[src/rtl/wb_stage_if.sv]
// Execute-to-writeback transfer bus: one retiring instruction per accepted handshake.
interface wb_stage_if #(
    parameter int DATA_W = 8,
    parameter int ADDR_W = 5
);
    logic              ex_valid;
    logic              ex_ready;
    logic              ex_wr_en;
    logic [ADDR_W-1:0] ex_wr_addr;
    logic [1:0]        ex_rf_wr_sel;
    logic [DATA_W-1:0] ex_alu_data;
    logic [DATA_W-1:0] ex_sp_data;
    logic [DATA_W-1:0] ex_in_data;

    modport master (
        output ex_valid, ex_wr_en, ex_wr_addr, ex_rf_wr_sel,
               ex_alu_data, ex_sp_data, ex_in_data,
        input  ex_ready
    );

    modport slave (
        input  ex_valid, ex_wr_en, ex_wr_addr, ex_rf_wr_sel,
               ex_alu_data, ex_sp_data, ex_in_data,
        output ex_ready
    );
endinterface

[src/rtl/wb_stage.sv]
// Writeback stage: in-order result buffer feeding the register file write port,
// with late scratch-load fill, decode operand forwarding and hazard stall.
module wb_stage #(
    parameter int DEPTH  = 2,
    parameter int DATA_W = 8,
    parameter int ADDR_W = 5
) (
    input  logic              clk,
    input  logic              rst_n,
    wb_stage_if.slave         ex,
    input  logic              scr_rd_valid,
    input  logic [DATA_W-1:0] scr_rd_data,
    input  logic [ADDR_W-1:0] dec_adrx,
    input  logic [ADDR_W-1:0] dec_adry,
    output logic              fwd_x_hit,
    output logic [DATA_W-1:0] fwd_x_data,
    output logic              fwd_y_hit,
    output logic [DATA_W-1:0] fwd_y_data,
    output logic              hazard_stall,
    output logic              rf_we,
    output logic [ADDR_W-1:0] rf_wr_addr,
    output logic [DATA_W-1:0] rf_din,
    output logic              protocol_err
);
    localparam int PTR_W = $clog2(DEPTH);
    localparam int CNT_W = PTR_W + 1;

    logic [DEPTH-1:0]  valid_q;
    logic [DEPTH-1:0]  ok_q;
    logic [ADDR_W-1:0] addr_q [DEPTH];
    logic [DATA_W-1:0] data_q [DEPTH];
    logic [PTR_W-1:0]  head_q, tail_q;
    logic [CNT_W-1:0]  count_q;
    logic              perr_q;

    logic              push, pop;
    logic [DATA_W-1:0] push_data;
    logic              fill_found;
    logic [PTR_W-1:0]  fill_idx;
    logic              x_match, x_ok, y_match, y_ok;
    logic [DATA_W-1:0] x_data, y_data;

    assign ex.ex_ready  = (count_q < CNT_W'(DEPTH));
    assign push         = ex.ex_valid && ex.ex_ready && ex.ex_wr_en;
    assign pop          = rf_we;
    assign protocol_err = perr_q;

    always_comb begin
        case (ex.ex_rf_wr_sel)
            2'd0:    push_data = ex.ex_alu_data;
            2'd2:    push_data = ex.ex_sp_data;
            2'd3:    push_data = ex.ex_in_data;
            default: push_data = '0;
        endcase
    end

    always_comb begin
        rf_we      = valid_q[head_q] && ok_q[head_q];
        rf_wr_addr = rf_we ? addr_q[head_q] : '0;
        rf_din     = rf_we ? data_q[head_q] : '0;
    end

    // Valid entries are contiguous from head, so walking head..head+DEPTH-1
    // visits them oldest first: first pending hit is the fill target, last
    // address hit is the youngest forwarding source.
    always_comb begin
        logic [PTR_W-1:0] idx;
        fill_found = 1'b0;
        fill_idx   = head_q;
        x_match    = 1'b0;
        x_ok       = 1'b0;
        x_data     = '0;
        y_match    = 1'b0;
        y_ok       = 1'b0;
        y_data     = '0;
        for (int unsigned i = 0; i < DEPTH; i++) begin
            idx = head_q + PTR_W'(i);
            if (valid_q[idx]) begin
                if (!fill_found && !ok_q[idx]) begin
                    fill_found = 1'b1;
                    fill_idx   = idx;
                end
                if (addr_q[idx] == dec_adrx) begin
                    x_match = 1'b1;
                    x_ok    = ok_q[idx];
                    x_data  = data_q[idx];
                end
                if (addr_q[idx] == dec_adry) begin
                    y_match = 1'b1;
                    y_ok    = ok_q[idx];
                    y_data  = data_q[idx];
                end
            end
        end
        fwd_x_hit    = x_match && x_ok;
        fwd_x_data   = fwd_x_hit ? x_data : '0;
        fwd_y_hit    = y_match && y_ok;
        fwd_y_data   = fwd_y_hit ? y_data : '0;
        hazard_stall = (x_match && !x_ok) || (y_match && !y_ok);
    end

    always_ff @(posedge clk or negedge rst_n) begin
        if (!rst_n) begin
            valid_q <= '0;
            ok_q    <= '0;
            head_q  <= '0;
            tail_q  <= '0;
            count_q <= '0;
            perr_q  <= 1'b0;
            for (int unsigned i = 0; i < DEPTH; i++) begin
                addr_q[i] <= '0;
                data_q[i] <= '0;
            end
        end else begin
            if (push) begin
                valid_q[tail_q] <= 1'b1;
                ok_q[tail_q]    <= (ex.ex_rf_wr_sel != 2'd1);
                addr_q[tail_q]  <= ex.ex_wr_addr;
                data_q[tail_q]  <= push_data;
                tail_q          <= tail_q + 1'b1;
            end
            if (pop) begin
                valid_q[head_q] <= 1'b0;
                head_q          <= head_q + 1'b1;
            end
            if (scr_rd_valid) begin
                if (fill_found) begin
                    data_q[fill_idx] <= scr_rd_data;
                    ok_q[fill_idx]   <= 1'b1;
                end else begin
                    perr_q <= 1'b1;
                end
            end
            count_q <= count_q + CNT_W'(push) - CNT_W'(pop);
        end
    end
endmodule

[src/flat_wrapper.sv]
// flat-port wrapper written by rule: the top's interface ports become plain ports
module wb_stage_flat 
#(
    parameter int DEPTH  = 2,
    parameter int DATA_W = 8,
    parameter int ADDR_W = 5
)
  (clk, rst_n, scr_rd_valid, scr_rd_data, dec_adrx, dec_adry, fwd_x_hit, fwd_x_data, fwd_y_hit, fwd_y_data, hazard_stall, rf_we, rf_wr_addr, rf_din, protocol_err, ex_ex_valid, ex_ex_wr_en, ex_ex_wr_addr, ex_ex_rf_wr_sel, ex_ex_alu_data, ex_ex_sp_data, ex_ex_in_data, ex_ex_ready);
  wb_stage_if #(.DATA_W(DATA_W), .ADDR_W(ADDR_W)) ex_i ();
  input  logic clk;
  input  logic rst_n;
  input  logic scr_rd_valid;
  input  logic [DATA_W-1:0] scr_rd_data;
  input  logic [ADDR_W-1:0] dec_adrx;
  input  logic [ADDR_W-1:0] dec_adry;
  output logic fwd_x_hit;
  output logic [DATA_W-1:0] fwd_x_data;
  output logic fwd_y_hit;
  output logic [DATA_W-1:0] fwd_y_data;
  output logic hazard_stall;
  output logic rf_we;
  output logic [ADDR_W-1:0] rf_wr_addr;
  output logic [DATA_W-1:0] rf_din;
  output logic protocol_err;
  input wire logic [$bits(ex_i.ex_valid)-1:0] ex_ex_valid;
  input wire logic [$bits(ex_i.ex_wr_en)-1:0] ex_ex_wr_en;
  input wire logic [$bits(ex_i.ex_wr_addr)-1:0] ex_ex_wr_addr;
  input wire logic [$bits(ex_i.ex_rf_wr_sel)-1:0] ex_ex_rf_wr_sel;
  input wire logic [$bits(ex_i.ex_alu_data)-1:0] ex_ex_alu_data;
  input wire logic [$bits(ex_i.ex_sp_data)-1:0] ex_ex_sp_data;
  input wire logic [$bits(ex_i.ex_in_data)-1:0] ex_ex_in_data;
  output wire logic [$bits(ex_i.ex_ready)-1:0] ex_ex_ready;
  assign ex_i.ex_valid = ex_ex_valid;
  assign ex_i.ex_wr_en = ex_ex_wr_en;
  assign ex_i.ex_wr_addr = ex_ex_wr_addr;
  assign ex_i.ex_rf_wr_sel = ex_ex_rf_wr_sel;
  assign ex_i.ex_alu_data = ex_ex_alu_data;
  assign ex_i.ex_sp_data = ex_ex_sp_data;
  assign ex_i.ex_in_data = ex_ex_in_data;
  assign ex_ex_ready = ex_i.ex_ready;
  wb_stage #(.DEPTH(DEPTH), .DATA_W(DATA_W), .ADDR_W(ADDR_W)) u_core (.clk(clk), .rst_n(rst_n), .ex(ex_i), .scr_rd_valid(scr_rd_valid), .scr_rd_data(scr_rd_data), .dec_adrx(dec_adrx), .dec_adry(dec_adry), .fwd_x_hit(fwd_x_hit), .fwd_x_data(fwd_x_data), .fwd_y_hit(fwd_y_hit), .fwd_y_data(fwd_y_data), .hazard_stall(hazard_stall), .rf_we(rf_we), .rf_wr_addr(rf_wr_addr), .rf_din(rf_din), .protocol_err(protocol_err));
endmodule
[config.mk]
export PLATFORM = sky130hd
export DESIGN_NAME = wb_stage_flat
export DESIGN_NICKNAME = d
export VERILOG_FILES = /design/src/rtl/wb_stage_if.sv /design/src/rtl/wb_stage.sv /design/src/flat_wrapper.sv
export SDC_FILE = /design/constraint.sdc
export NUM_CORES = 1
export LEC_CHECK = 0
export BUFFER_PORTS_ARGS = -buffer_cell sky130_fd_sc_hd__buf_2
export CORE_MARGIN = 2
export CORE_UTILIZATION = 47
export CTS_CLUSTER_DIAMETER = 60
export DETAILED_ROUTE_END_ITERATION = 8
export GPL_ROUTABILITY_DRIVEN = 0
export HOLD_SLACK_MARGIN = 0.15
export PLACE_DENSITY = 0.81
export SLEW_MARGIN = 10
export SYNTH_ARGS = -nofsm -noshare
export SYNTH_HDL_FRONTEND = slang
export SYNTH_SLANG_ARGS = --single-unit
[constraint.sdc]
create_clock -name clk -period 2.4 [get_ports clk]
set_input_delay 0.24 -clock clk [delete_from_list [all_inputs] [get_ports clk]]
set_output_delay 0.24 -clock clk [all_outputs]
set_load 0.05 [all_outputs]
Word-level counts from Yosys, hierarchy flattened
Cells that the tools add are included.
- order comparisons: 14
- $add $sub $neg: 4
- multiplexer cells: 79
- reductions and logical operators: 20
- bitwise gates (word level): 9
- equality and inequality tests: 7
- operators with widths (cell ; number):
    2-to-1 mux 8 bit ; 19
    2-to-1 mux 16 bit ; 3
    2-to-1 mux 5 bit ; 8
    2-to-1 mux 1 bit ; 33
    bitwise mux 16 bit ; 2
    one-hot mux 8 bit (3 select lines) ; 1
    == test 5 bit ; 4
    demux 8 bit (select 1 bit) ; 2
    logical AND 1 bit ; 13
    bitwise mux 10 bit ; 1
    2-to-1 mux 2 bit ; 5
    greater-or-equal comparator 2 bit, second input constant ; 4
    less-than comparator 1 x 2 -> 1 bit, second input constant ; 4
    inverter 1 -> 2 bit ; 4
    demux 5 bit (select 1 bit) ; 1
    == test 2 bit, second input constant ; 2
    logical NOT 1 bit ; 4
    less-than comparator 2 x 1 -> 1 bit, second input constant ; 2
    OR 2 bit ; 2
    demux 1 bit (select 1 bit) ; 3
    greater-or-equal comparator 1 bit, second input constant ; 3
    adder 1 bit, second input constant ; 2
    adder 2 x 1 -> 2 bit ; 1
    AND 2 bit ; 1
    9 further kinds ; 9
- output and inout bits: 35
- input port bits: 54
- logic and storage cells: 143
- bits in registers: 35

Longest topological paths before layout
Gate-level depths: netlist of the first run.
- word-level depth: 16
- depth in mapped cells: 10
- gate-level depth less buffers: 9

Worst setup path before layout of the first run
Ideal clock, no wire load.
- path type: reg2out
- start point: register u_core.head_q
- end point: output fwd_y_data[5]
- data arrival time: 3.094 ns
- required time: 2.160 ns
- stages on the path, launching flop included: 10
- setup slack: -0.934 ns
- path buffers: 3
- path through: dfrtp_1 buf_6 buf_6 mux2i_4 xor2_2 nand3_2 a2111oi_4 buf_6 a221oi_1 a211oi_1
- word-level cells in the longest chain between the ends: 11
- elaborated cells on any way between the ends: 39
- those cells by class: 1 x add/sub; 2 x eq/ne; 33 x mux; 2 x bitwise; 1 x reduce/logical
- ends and longest elaborated chain (element ; line ; RTL):
    start: declaration ; wb_stage.sv:32 ; logic [PTR_W-1:0] head_q, tail_q;
    start signal: assignment ; wb_stage.sv:124 ; head_q <= head_q + 1'b1;
    inverter 1 -> 2 bit (not written as such) ; wb_stage.sv:88, wb_stage.sv:91 ;
    2-to-1 mux 5 bit (not written as such) (3 in a row) ; wb_stage.sv:88 ; if (addr_q[idx] == dec_adry) begin
    == test 5 bit ; wb_stage.sv:88 ;
    2-to-1 mux 1 bit ; wb_stage.sv:88 ;
    2-to-1 mux 1 bit ; wb_stage.sv:78 ; if (valid_q[idx]) begin
    2-to-1 mux 1 bit ; wb_stage.sv:88 ;
    2-to-1 mux 1 bit ; wb_stage.sv:78 ;
    logical AND 1 bit ; wb_stage.sv:97 ; fwd_y_hit = y_match && y_ok;
    2-to-1 mux 8 bit * ; wb_stage.sv:98 ; fwd_y_data = fwd_y_hit ? y_data : '0;
    end: declaration ; flat_wrapper.sv:19 ; output logic [DATA_W-1:0] fwd_y_data;
Mark *: on every way between the ends. The rest lies on a longest branch, timed or not. The select of a mux whose other input is x is not followed.

Worst setup path in the final report of the first run
- start point: register u_core.head_q
- end point: output fwd_y_data[4]
Same word-level chain as after synthesis.

==> summary.md, run 1 <==
| Metric | Value |
|---|---|
| Status | `complete, but fails checks` |
| Failing checks | `negative setup slack` |
| Clock Skew | `around 4.5 ps` |
| CTS tree | `done` |
| Leakage | `between 1.5 and 2 nW` |
| Placed instance area | `approximately 0.0038 mm2` |
| Power Density | `approximately 1200 mW/mm2` |
| Largest family of logic cells by synthesized area | `compound AO/OA/AOI/OAI gates` |
| Iter 0 DRT Violations | `between 200 and 300` |
| DP HPWL | `between 6000 and 7000 um` |
| Via count | `3,142` |
| Worst skew pair latency | `~280 ps` |
| Clock sinks | `35` |
| Synth async-reset ratio | `100.0%` |
| Sequential share of the synthesized area | `between 30% and 40%` |
| Initial antenna violation count | `0` |
| Compound-Gate Fraction of Synth Area | `roughly 29%` |
| Synth Instances | `about 330` |
| FF+latch count, synth | `35` |
| Layout cell share with drive strength beyond 1 | `around 48%` |
| Diodes inserted | `0` |
| Initial DRT Pass Iterations | `6` |
| # fillers | `~400` |
| Crit start category | `flip-flop` |
| CP Data Arrival Time | `approximately 2700 ps` |
| WL final | `between 9000 and 10,000 um` |
| CP Data Required Time | `about 2200 ps` |
| P&R area growth vs syn | `49.89%` |
| Fin. Hold Viols | `0` |
| Tcrit/Tclk final | `123.4%` |
| Synth area leader | `dfrtp_1` |
| Total track usage | `between 20 and 30%` |
| Syn Area/Cell | `8.781 um2` |
| Routed Antenna Nets | `0` |
| Synth Area in XOR/XNOR | `between 6 and 7%` |
| Final setup fails | `19` |
| Die Y | `about 82 um` |
| Critical path class | `flip-flop to output pin` |
| Wirelength per Cell | `around 18 um` |
| Setup WS pre-CTS | `-420.2 ps` |
| Mapped Nets | `between 300 and 400` |
| Worst vdd ir | `between 0.0006 and 0.0007 V` |
| Worst setup margin | `-561.8 ps` |
| Row cnt | `28` |
| Port Buffer Count | `88` |
| Via density | `roughly 6` |
| Htree depth | `2` |
| Synth area leaders | `dfrtp_1 (31%), a21oi_1 (6.8%), mux2_2 (6.7%)` |
| Vias in the first global route | `2,997` |
| GR Overflow Total | `0` |
| Number of CTS-inserted buffers | `5` |
| Mapped Area | `about 0.0029 mm2` |
| Distinct cells, synth | `between 40 and 50` |
| Top_reg_cell synth | `dfrtp_1` |
| Commonest non-fill, non-tap cell in the layout | `buf_2` |
| Rel. slew slack | `48.79%` |
| DRC | `0` |
| Clk buf depth | `2` |
| Number of flops mapped to enable cells by yosys | `0` |
| Crit path time final | `approximately 3000 ps` |
| Max Cap Viol | `0` |
| Root buf cell | `clkbuf_8` |
| Largest net degree at the start of global routing | `between 50 and 60` |
| Starting Density | `between 40 and 50%` |
| Cell area after layout | `~0.0043 mm2` |
| Die area | `just under 0.007 mm2` |
| Most frequent cells in the layout | `buf_2 (67), a21oi_1 (38), buf_4 (36), nand2_1 (34), dfrtp_1 (34)` |
| Simple-gate share of the synthesized area | `about 15%` |
| Io pins | `89` |
| Global-route wire length before repair | `14,700 um` |
| Critical path endpoint category | `output pin` |
| Worst-Margin Slew | `768.1 ps` |
| RSZ-0062 raised after global routing | `true` |
| Mux cell area share after synthesis | `12.55%` |
| Nets@finish | `~500` |
| Post-Synth Adder-Cell Area | `0.8715%` |
| CORE AREA | `around 0.0059 mm2` |
| Final Max Tran Viols | `0` |
| Die X | `~82 um` |
| Yosys top cell area share | `between 30% and 40%` |
| Crit Path Max Fanout | `15` |
| Fmax | `337.6 MHz` |
| Hold Crit Class | `input port to flip-flop` |
| Clk pin slew, worst setup/hold paths | `about 70 ps` |
| Synth warn | `0` |
layer usage:
metal / part of all wire, % / vias up / track usage [%]
met4: 4.7 / 0 / 11.33
met2: 49 / 211 / 47.64
met1: 38 / 1465 / 36.69
met3: 8.5 / 47 / 4.348
met5: 0 / - / 0
li1: - / 1419 / -
metrics by stage:
stage / hold WS [ps] / power [W] / utilization, % / setup TNS [ps] / instances
final: 178.0 / 0.005006 / 72.70 / -8864 / 522
after global routing: 172.8 / 0.005292 / 72.70 / -10980 / 522
after CTS: 171.8 / 0.004717 / 71.26 / -7797 / 521
after detailed placement: 359.5 / 0.004064 / 64.92 / -6730 / 507
after global placement: 341.7 / 0.003929 / 64.92 / -4889 / 507
after floorplan: -55.59 / 0.003209 / - / -2203 / 327
power breakdown:
part | total, W | leakage (nW) | internal (W) | switching (W)
Sequential | 0.00136 | 0.424 | 0.000872 | 0.000486
Clock | 0.000402 | 0.0422 | 0.000203 | 0.000199
Combinational | 0.00325 | 1.36 | 0.00146 | 0.00178
Total | 0.00501 | 1.83 | 0.00254 | 0.00247
area by class of cell:
cell class                      instances  area, um2  share of cell area (%)
Tap cell                               75      93.84                   2.180
Sequential cell                        35      877.1                   20.38
Clock inverter                          1      5.005                  0.1163
Timing Repair Buffer                  132      991.0                   23.02
Multi-Input combinational cell        262       2221                   51.60
Clock buffer                            7      76.32                   1.773
Inverter                               10      40.04                  0.9302
worst max-delay path, stage by stage, from the launching register on:
cell       delay [ps]
dfrtp_2           400
buf_6             160
buf_4             140
mux2i_4           280
xor2_2            180
nand3_2           120
a2111oi_4         350
buf_12            210
buf_6             110
a22oi_2            60
a211oi_4          230
buf_6             190
sequential cells by signal, indices dropped and copies added (netlist names):
signal,flops
u_core.addr_q,10
u_core.protocol_err,1
u_core.head_q,1
u_core.count_q,2
u_core.tail_q,1
u_core.data_q,16
u_core.valid_q,2
u_core.ok_q,2
logic make-up after synthesis:
| logic type | count (synthesis) |
|---|---|
| XOR/XNOR | 22 |
| buffers and inverters | 31 |
| flip-flops | 35 |
| AO/OA/AOI/OAI | 116 |
| multiplexers | 31 |
| adder cells (fa/ha/maj) | 2 |
| AND/OR/NAND/NOR | 90 |
worst paths after layout:
check	startpoint	to	slack (ps)	depth (start not counted)
max in group asynchronous	rst_n	u_core.head_q$_DFFE_PN0P_	1300	2
setup / recovery	u_core.head_q$_DFFE_PN0P_	fwd_y_data[4]	-560	11
min in group asynchronous	rst_n	u_core.addr_q[7]$_DFFE_PN0P_	560	2
setup reg to reg	u_core.head_q$_DFFE_PN0P_	u_core.count_q[1]$_DFF_PN0_	160	11
hold reg to reg	u_core.protocol_err$_DFFE_PN0P_	u_core.protocol_err$_DFFE_PN0P_	460	1
hold / removal	scr_rd_data[2]	u_core.data_q[2]$_DFF_PN0_	180	3
what timing repair did:
| action | in CTS | in global routing |
|---|---|---|
| pin swaps | 6 | 1 |
| resized for setup | 68 | 16 |
| setup endpoints to repair | 20 | 33 |
| hold buffers | 1 | 0 |
| buffers inserted | 4 | 1 |
| hold endpoints to repair | 35 | 0 |
| gates cloned | 1 | 0 |
cells in the mapped netlist (3+ instances only):
cell	number
a211oi_1	4
a211oi_2	6
a21o_1	3
a21oi_1	39
a221oi_1	8
a22o_1	6
a22oi_1	20
and2_1	3
buf_6	3
clkbuf_1	15
dfrtp_1	35
inv_1	10
mux2_2	17
mux2i_1	11
nand2_1	35
nand2b_1	17
nand3_1	3
nor2_1	20
nor2b_1	3
nor3_1	4
o21ai_0	15
o21ba_2	7
xnor2_1	18
xor2_1	3
No activity file was read; power rests on OpenSTA's default activity.
==> run 2: changes to the inputs <==
--- a/config.mk
+++ b/config.mk
@@ -5,14 +5,15 @@
 export SDC_FILE = /design/constraint.sdc
 export NUM_CORES = 1
 export LEC_CHECK = 0
+export ABC_AREA = 1
 export BUFFER_PORTS_ARGS = -buffer_cell sky130_fd_sc_hd__buf_2
 export CORE_MARGIN = 2
-export CORE_UTILIZATION = 47
+export CORE_UTILIZATION = 48
 export CTS_CLUSTER_DIAMETER = 60
 export DETAILED_ROUTE_END_ITERATION = 8
 export GPL_ROUTABILITY_DRIVEN = 0
 export HOLD_SLACK_MARGIN = 0.15
-export PLACE_DENSITY = 0.81
+export PLACE_DENSITY = 0.82
 export SLEW_MARGIN = 10
 export SYNTH_ARGS = -nofsm -noshare
 export SYNTH_HDL_FRONTEND = slang
==> summary.md, run 2 <==
| Metric | Value |
|---|---|
| Clock sinks | `35 (unchanged)` |
| Max reg flops | `16 (unchanged)` |
| Starting Density | `49.50% (+1.0 points)` |
| Placed instance area | `0.003632 mm2 (-5.5%)` |
| Io pins | `89 (unchanged)` |
| Setup WS pre-CTS | `180.0 ps (+600.2 ps)` |
| Root buf cell | `clkbuf_8` |
| Largest regs | `u_core.data_q x16, u_core.addr_q x10` |
| CTS tree | `done` |
| Final Util | `65.72% (-7.0 points)` |
| # fillers | `558 (+41%)` |
| Crit path time final | `2364 ps (-597.9 ps)` |
| Final setup fails | `0 (-19)` |
| Via count | `3,707 (+18%)` |
| Number of flops mapped to enable cells by yosys | `0 (unchanged)` |
| Status | `completed` |
| P&R area growth vs syn | `32.75%` |
| Mapped Area | `0.003125 mm2 (+8.8%)` |
| Slowest cell delay on critical path | `460 ps (+60 ps)` |
| Cell area after layout | `0.004149 mm2 (-3.6%)` |
| Worst-Margin Slew | `771.1 ps (+2.948 ps)` |
| Die X | `84.70 um (+3.1%)` |
| Port Buffer Count | `88 (unchanged)` |
| Die area | `0.007173 mm2 (+6.3%)` |
| Yosys top cell area share | `28.02% (-2.5 points)` |
| Distinct cells, synth | `31 (-26%)` |
| Clk pin slew, worst setup/hold paths | `60 ps (about the same)` |
| Fmax | `423.0 MHz (+25%)` |
| Nets@finish | `679 (+35%)` |
| Critical path endpoint category | `output pin` |
| Tcrit/Tclk final | `98.50% (-25 points)` |
| Crit-path slowest cell | `dfrtp_2` |
| Top_reg_cell synth | `dfrtp_1` |
| Hold Crit Class | `input port to flip-flop` |
| Rel. slew slack | `48.59% (-0.20 points)` |
| Syn Area/Cell | `6.011 um2 (-32%)` |
| Synth area leader | `dfrtp_1` |
| GR Overflow Total | `0 (unchanged)` |
| DP HPWL | `6531 um (+5.1%)` |
| Synth area leaders | `dfrtp_1 (28%), nand2_1 (25%), inv_1 (8.6%)` |
| Synth async-reset ratio | `100.0% (unchanged)` |
| Worst skew pair latency | `280 ps (about the same)` |
| Worst vdd ir | `0.0003657 V (-43%)` |
| Most frequent cells in the layout | `nand2_1 (196), inv_1 (68), buf_2 (65), nand3_1 (53), o21ai_0 (36)` |
| Initial DRT Pass Iterations | `5 (-1)` |
| CP Data Required Time | `2160 ps (about the same)` |
| Row cnt | `29 (+3.6%)` |
| Global-route wire length before repair | `14,400 um (-2.1%)` |
| Largest Register | `u_core.data_q` |
| Initial antenna violation count | `0 (unchanged)` |
| Die Y | `84.70 um (+3.1%)` |
| Power Density | `484.5 mW/mm2 (-58%)` |
| Routed Antenna Nets | `0 (unchanged)` |
| Wirelength per Cell | `12.94 um (-30%)` |
| Max Cap Viol | `0 (unchanged)` |
| Synth top cells by count | `nand2_1 (207), inv_1 (72), nand3_1 (54)` |
| Crit start category | `flip-flop` |
| Fin cells | `701 (+34%)` |
| Clk buf depth | `2 (unchanged)` |
| Vias in the first global route | `3,179 (+6.1%)` |
| Via density | `5.288 (-12%)` |
| DRC | `0 (unchanged)` |
| RSZ-0062 raised after global routing | `true` |
| Synth Instances | `520 (+59%)` |
| Mapped Nets | `576 (+50%)` |
| Dpl cells | `678 (+34%)` |
| Largest net degree at the start of global routing | `36 (-29%)` |
| Diodes inserted | `0 (unchanged)` |
| Fin. Hold Viols | `0 (unchanged)` |
| Crit Path Max Fanout | `12 (-3)` |
| Clock Skew | `4.302 ps (-0.1772 ps)` |
| Htree depth | `2 (unchanged)` |
| Most frequent cell after synthesis | `nand2_1` |
| Synth warn | `0 (unchanged)` |
| Sequential share of the synthesized area | `28.02% (-2.5 points)` |
| Worst setup margin | `36.05 ps (+597.9 ps)` |
| Layout cell share with drive strength beyond 1 | `29.33% (-19 points)` |
| Setup TNS | `0 ps (+8864 ps)` |
| Critical path, cell by cell | `buf_6 > nand2_1 > o21ai_0 > buf_4 > nor2_4 > clkinvlp_4 > buf_12 > nor2_1 > buf_2` |
| WL final | `9069 um (-5.6%)` |
| CORE AREA | `0.006314 mm2 (+6.6%)` |
| FF+latch count, synth | `35 (unchanged)` |
| CP Data Arrival Time | `2120 ps (-600 ps)` |
| Final Max Tran Viols | `0 (unchanged)` |
| Number of CTS-inserted buffers | `5 (unchanged)` |
| Commonest non-fill, non-tap cell in the layout | `nand2_1` |
| Critical path class | `flip-flop to output pin` |
| Iter 0 DRT Violations | `371 (+24%)` |
| Leakage | `2.396 nW (+31%)` |
| Total track usage | `24.34% (-4.0 points)` |
-- run 2: changes by cell type after synthesis, moves of 9 or more --
cell / before / now
a21oi_1: 39 / 7
xnor2_1: 18 / 1
nand3_1: 3 / 54
mux2_2: 17 / 1
o21ai_1: 0 / 13
mux2i_1: 11 / 0
inv_1: 10 / 72
nand2b_1: 17 / 0
clkbuf_1: 15 / 6
nand2_1: 35 / 207
o21ai_0: 15 / 37
a22oi_1: 20 / 1
-- run 2: final cells by class --
type / instances / area, um2 / share of cell area, %
Tap cell: 77 / 96.34 / 2.322
Clock inverter: 1 / 5.005 / 0.1206
Timing Repair Buffer: 107 / 778.2 / 18.76
Sequential cell: 35 / 877.1 / 21.14
Clock buffer: 7 / 76.32 / 1.840
Multi-Input combinational cell: 396 / 2014 / 48.55
Inverter: 78 / 301.5 / 7.268
-- run 2: final timing paths --
| kind | startpoint | endpoint | slack (ps) | depth (start not counted) |
|---|---|---|---|---|
| hold / removal | ex_ex_wr_addr[3] | u_core.addr_q[3]$_DFFE_PN0P_ | 180 | 3 |
| max in group asynchronous | rst_n | u_core.head_q$_DFFE_PN0P_ | 1290 | 2 |
| min in group asynchronous | rst_n | u_core.addr_q[7]$_DFFE_PN0P_ | 570 | 2 |
| setup reg to reg | u_core.head_q$_DFFE_PN0P_ | u_core.data_q[8]$_DFF_PN0_ | 140 | 11 |
| setup / recovery | u_core.head_q$_DFFE_PN0P_ | rf_din[4] | 40 | 9 |
| hold reg to reg | u_core.protocol_err$_DFFE_PN0P_ | u_core.protocol_err$_DFFE_PN0P_ | 490 | 1 |
-- run 2: kinds of logic (layout without fill, tap and decap cells) --
| kind of cell | Yosys count | in the layout | share of synthesized area [%] |
|---|---|---|---|
| muxes | 1 | 1 | 0.3603 |
| buffers and inverters | 91 | 193 | 12.73 |
| and+or+nand+nor | 326 | 328 | 46.80 |
| DFF | 35 | 35 | 28.02 |
| xor gates and xnor gates | 3 | 3 | 0.8408 |
| adders and majority gates | 2 | 2 | 0.8005 |
| AOI/OAI and AO/OA | 62 | 62 | 10.45 |
-- run 2: worst max-delay path: cells and delay by family (launching register included) --
kind,cells,cell delay (ps)
AND/OR/NAND/NOR,3,350
flip-flops,1,460
buffers and inverters,5,930
AO/OA/AOI/OAI,1,80
-- run 2: through the flow --
stage / power (W) / hold WS (ps)
after floorplan: 0.001303 / -55.59
after global placement: 0.001502 / 349.9
after detailed placement: 0.001530 / 358.1
after CTS: 0.001938 / 172.5
after global routing: 0.002165 / 190.4
final: 0.002010 / 181.1
-- run 2: power breakdown --
part           switching (W)  total, W  internal (W)
clock network       0.000197  0.000400      0.000203
registers          0.0000744  0.000799      0.000724
logic               0.000536  0.000812      0.000276
total               0.000807   0.00201       0.00120
-- run 2: repair_timing --
item                                   CTS  global route
setup endpoints to repair               26            31
hold buffers                             1             0
pin swaps                                1            11
cloned                                   0             5
buffers inserted                         5             4
endpoints found under the hold margin   35             0
resized for setup                       18            65
-- run 2: layer usage --
layer  vias up  global-route usage (%)  share of wire [%]
met5         -                       0                  0
met4         0                   6.926                2.4
met3        20                   2.360                7.9
met2       208                   39.37                 46
met1      1644                   34.75                 43
li1       1835                       -                  -
==> run 3: changes to the inputs <==
--- a/config.mk
+++ b/config.mk
@@ -6,14 +6,14 @@
 export NUM_CORES = 1
 export LEC_CHECK = 0
 export ABC_AREA = 1
-export BUFFER_PORTS_ARGS = -buffer_cell sky130_fd_sc_hd__buf_2
+export BUFFER_PORTS_ARGS = -buffer_cell sky130_fd_sc_hd__buf_4
 export CORE_MARGIN = 2
-export CORE_UTILIZATION = 48
+export CORE_UTILIZATION = 53
 export CTS_CLUSTER_DIAMETER = 60
 export DETAILED_ROUTE_END_ITERATION = 8
 export GPL_ROUTABILITY_DRIVEN = 0
 export HOLD_SLACK_MARGIN = 0.15
-export PLACE_DENSITY = 0.82
+export PLACE_DENSITY = 0.85
 export SLEW_MARGIN = 10
 export SYNTH_ARGS = -nofsm -noshare
 export SYNTH_HDL_FRONTEND = slang
==> constraint.sdc (replaced) <==
create_clock -name clk -period 2.2 [get_ports clk]
set_input_delay 0.22 -clock clk [delete_from_list [all_inputs] [get_ports clk]]
set_output_delay 0.22 -clock clk [all_outputs]
set_load 0.05 [all_outputs]
==> summary.md, run 3 (synthesis gave the netlist of run 2 again) <==
| Metric | Value |
|---|---|
| DRC | `54 (+54)` |
| Largest Register | `u_core.data_q` |
| Failing checks | `design-rule violations, negative setup slack` |
| Max reg flops | `16 (unchanged)` |
| Diodes inserted | `0 (unchanged)` |
| Crit Path Max Fanout | `32 (+20)` |
| Worst setup margin | `-698.1 ps (-734.1 ps)` |
| Hold Crit Depth | `3 (unchanged)` |
| Fin cells | `734 (+4.7%)` |
| Starting Density | `55.73% (+6.2 points)` |
| Hold Crit Class | `input port to flip-flop` |
| CP Data Arrival Time | `2680 ps (+560 ps)` |
| Iter 0 DRT Violations | `1,237 (+230%)` |
| Initial DRT Pass Iterations | `9 (+4)` |
| Number of CTS-inserted buffers | `5 (unchanged)` |
| Rel. slew slack | `53.62% (+5.0 points)` |
| Power Density | `540.5 mW/mm2 (+12%)` |
| CP delay by family, top | `buffers and inverters` |
| Tcrit/Tclk final | `131.7%` |
| Critical path endpoint category | `output pin` |
| Min-Delay Endpoint | `u_core.data_q[9]$_DFF_PN0_` |
| Setup WS pre-CTS | `4.786 ps (-175.2 ps)` |
| Clock sinks | `35 (unchanged)` |
| Root buf cell | `clkbuf_8` |
| GR Overflow Total | `0 (unchanged)` |
| WL final | `18,240 um (+100%)` |
| # fillers | `144 (-74%)` |
| Slowest cell delay on critical path | `450 ps (about the same)` |
| Commonest non-fill, non-tap cell in the layout | `nand2_1` |
| Clock Skew | `11.72 ps (+7.418 ps)` |
| Die Y | `80.80 um (-4.6%)` |
| Row cnt | `27 (-6.9%)` |
| Layout cell share with drive strength beyond 1 | `44.26% (+15 points)` |
| RSZ-0062 raised after global routing | `true` |
| Via density | `6.951 (+31%)` |
| Wirelength per Cell | `24.86 um (+92%)` |
| Crit path time final | `2898 ps` |
| Global-route wire length before repair | `17,460 um (+21%)` |
| Leakage | `2.706 nW (+13%)` |
| Htree depth | `2 (unchanged)` |
| Worst skew pair latency | `300 ps (+20 ps)` |
| Io pins | `89 (unchanged)` |
| R2R depth | `11 (unchanged)` |
| Worst-Margin Slew | `688.5 ps (-82.64 ps)` |
| Die area | `0.006528 mm2 (-9.0%)` |
| Initial antenna violation count | `1 (+1)` |
| RR Endpoint | `u_core.count_q[1]$_DFF_PN0_` |
| Final Util | `95.05% (+29 points)` |
| Critical path, cell by cell | `buf_6 > buf_12 > buf_6 > nand2_1 > o21ai_1 > inv_1 > nand2_1 > o21ai_1 > nand2_2 > clkinvlp_4 > buf_8` |
| Max Cap Viol | `0 (unchanged)` |
| P&R area growth vs syn | `70.54%` |
| Routed Antenna Nets | `0 (unchanged)` |
| Crit start category | `flip-flop` |
| Final setup fails | `51 (+51)` |
| CP Data Required Time | `1980 ps (-180 ps)` |
| Status | `complete, but fails checks` |
| Via count | `5,102 (+38%)` |
| Worst vdd ir | `0.0005353 V (+46%)` |
| Hold Crit Start | `scr_rd_data[1]` |
| Largest regs | `u_core.data_q x16, u_core.addr_q x10` |
| Final Max Tran Viols | `0 (unchanged)` |
| Die X | `80.80 um (-4.6%)` |
| Nets@finish | `717 (+5.6%)` |
| Clk pin slew, worst setup/hold paths | `80 ps (+20 ps)` |
| Total track usage | `34.51% (+10 points)` |
| Fin. Hold Viols | `0 (unchanged)` |
| CORE AREA | `0.005608 mm2 (-11%)` |
| Hold_ws | `176.9 ps (-4.142 ps)` |
| Largest net degree at the start of global routing | `36 (unchanged)` |
| Crit-path slowest cell | `dfrtp_2` |
| Dpl cells | `680 (+0.29%)` |
| Fmax | `~350 MHz` |
| Clk buf depth | `2 (unchanged)` |
| Most frequent cells in the layout | `nand2_1 (156), buf_4 (86), inv_1 (60), nand2_2 (41), nand3_1 (38)` |
| CTS tree | `done` |
| CP bufs+invs | `6 (+1)` |
| Worst r2r src | `u_core.head_q$_DFFE_PN0P_` |
| Port Buffer Count | `88 (unchanged)` |
| DP HPWL | `6667 um (+2.1%)` |
| Critical path class | `flip-flop to output pin` |
| Vias in the first global route | `3,930 (+24%)` |
| Reg-to-reg slack, setup | `-160 ps (-300 ps)` |
[run 3: worst max-delay path by stage]
stage,start,endpoint,slack (ps),cells after the start
6_report,u_core.head_q$_DFFE_PN0P_,fwd_x_data[5],-700,11
5_1_grt,u_core.head_q$_DFFE_PN0P_,fwd_y_data[5],-820,12
4_1_cts,u_core.head_q$_DFFE_PN0P_,fwd_x_data[5],-180,11
3_5_place_dp,u_core.head_q$_DFFE_PN0P_,fwd_x_data[3],5,12
3_3_place_gp,u_core.head_q$_DFFE_PN0P_,fwd_y_data[5],60,12
2_1_floorplan,u_core.head_q$_DFFE_PN0P_,rf_din[4],-60,6
[run 3: power breakdown]
part           leakage, nW  switching, W  total, W  internal, W
Combinational         2.26      0.000935   0.00135     0.000411
Clock               0.0612      0.000253  0.000620     0.000367
Sequential           0.386      0.000125  0.000915     0.000790
[run 3: repair_timing]
action                     4_1_cts  5_1_grt
hold buffers                     6        0
setup endpoints to repair       32       41
gates resized for setup         90      117
pin swaps                       32       44
cloned                           5        4
hold endpoints to repair        41        0
setup buffers                   12       21
[run 3: area by class of cell]
type | count | area, um2 | area share (%)
timing repair buffer | 142 | 1423 | 26.69
tap | 72 | 90.09 | 1.690
sequential | 35 | 877.1 | 16.46
clock buffer | 6 | 82.58 | 1.549
inverter | 78 | 330.3 | 6.197
clock inverter | 2 | 35.03 | 0.6573
multi-input combinational | 399 | 2492 | 46.76
[run 3: routing by layer]
metal	track usage (%)	up-vias	part of all wire, %	routed length [um]
li1	-	1920	-	-
met5	0	-	0.64	117
met4	23.05	7	13	2341
met3	5.333	302	16	3005
met1	39.51	2197	29	5311
met2	59.58	676	41	7467
[run 3: tightest hold or removal path, delay by kind of cell]
family / cells / cell delay [ps]
buffers and inverters: 1 / 80
and+or+nand+nor: 2 / 130
[run 3: stage by stage]
stage | power, W | cell area, um2 | setup TNS [ps]
6_report | 0.002881 | 5330 | -14260
5_1_grt | 0.002923 | 5330 | -18340
4_1_cts | 0.002387 | 4701 | -2925
3_5_place_dp | 0.001747 | 4013 | 0
3_3_place_gp | 0.001708 | 4013 | 0
2_1_floorplan | 0.001444 | 3248 | -121.4
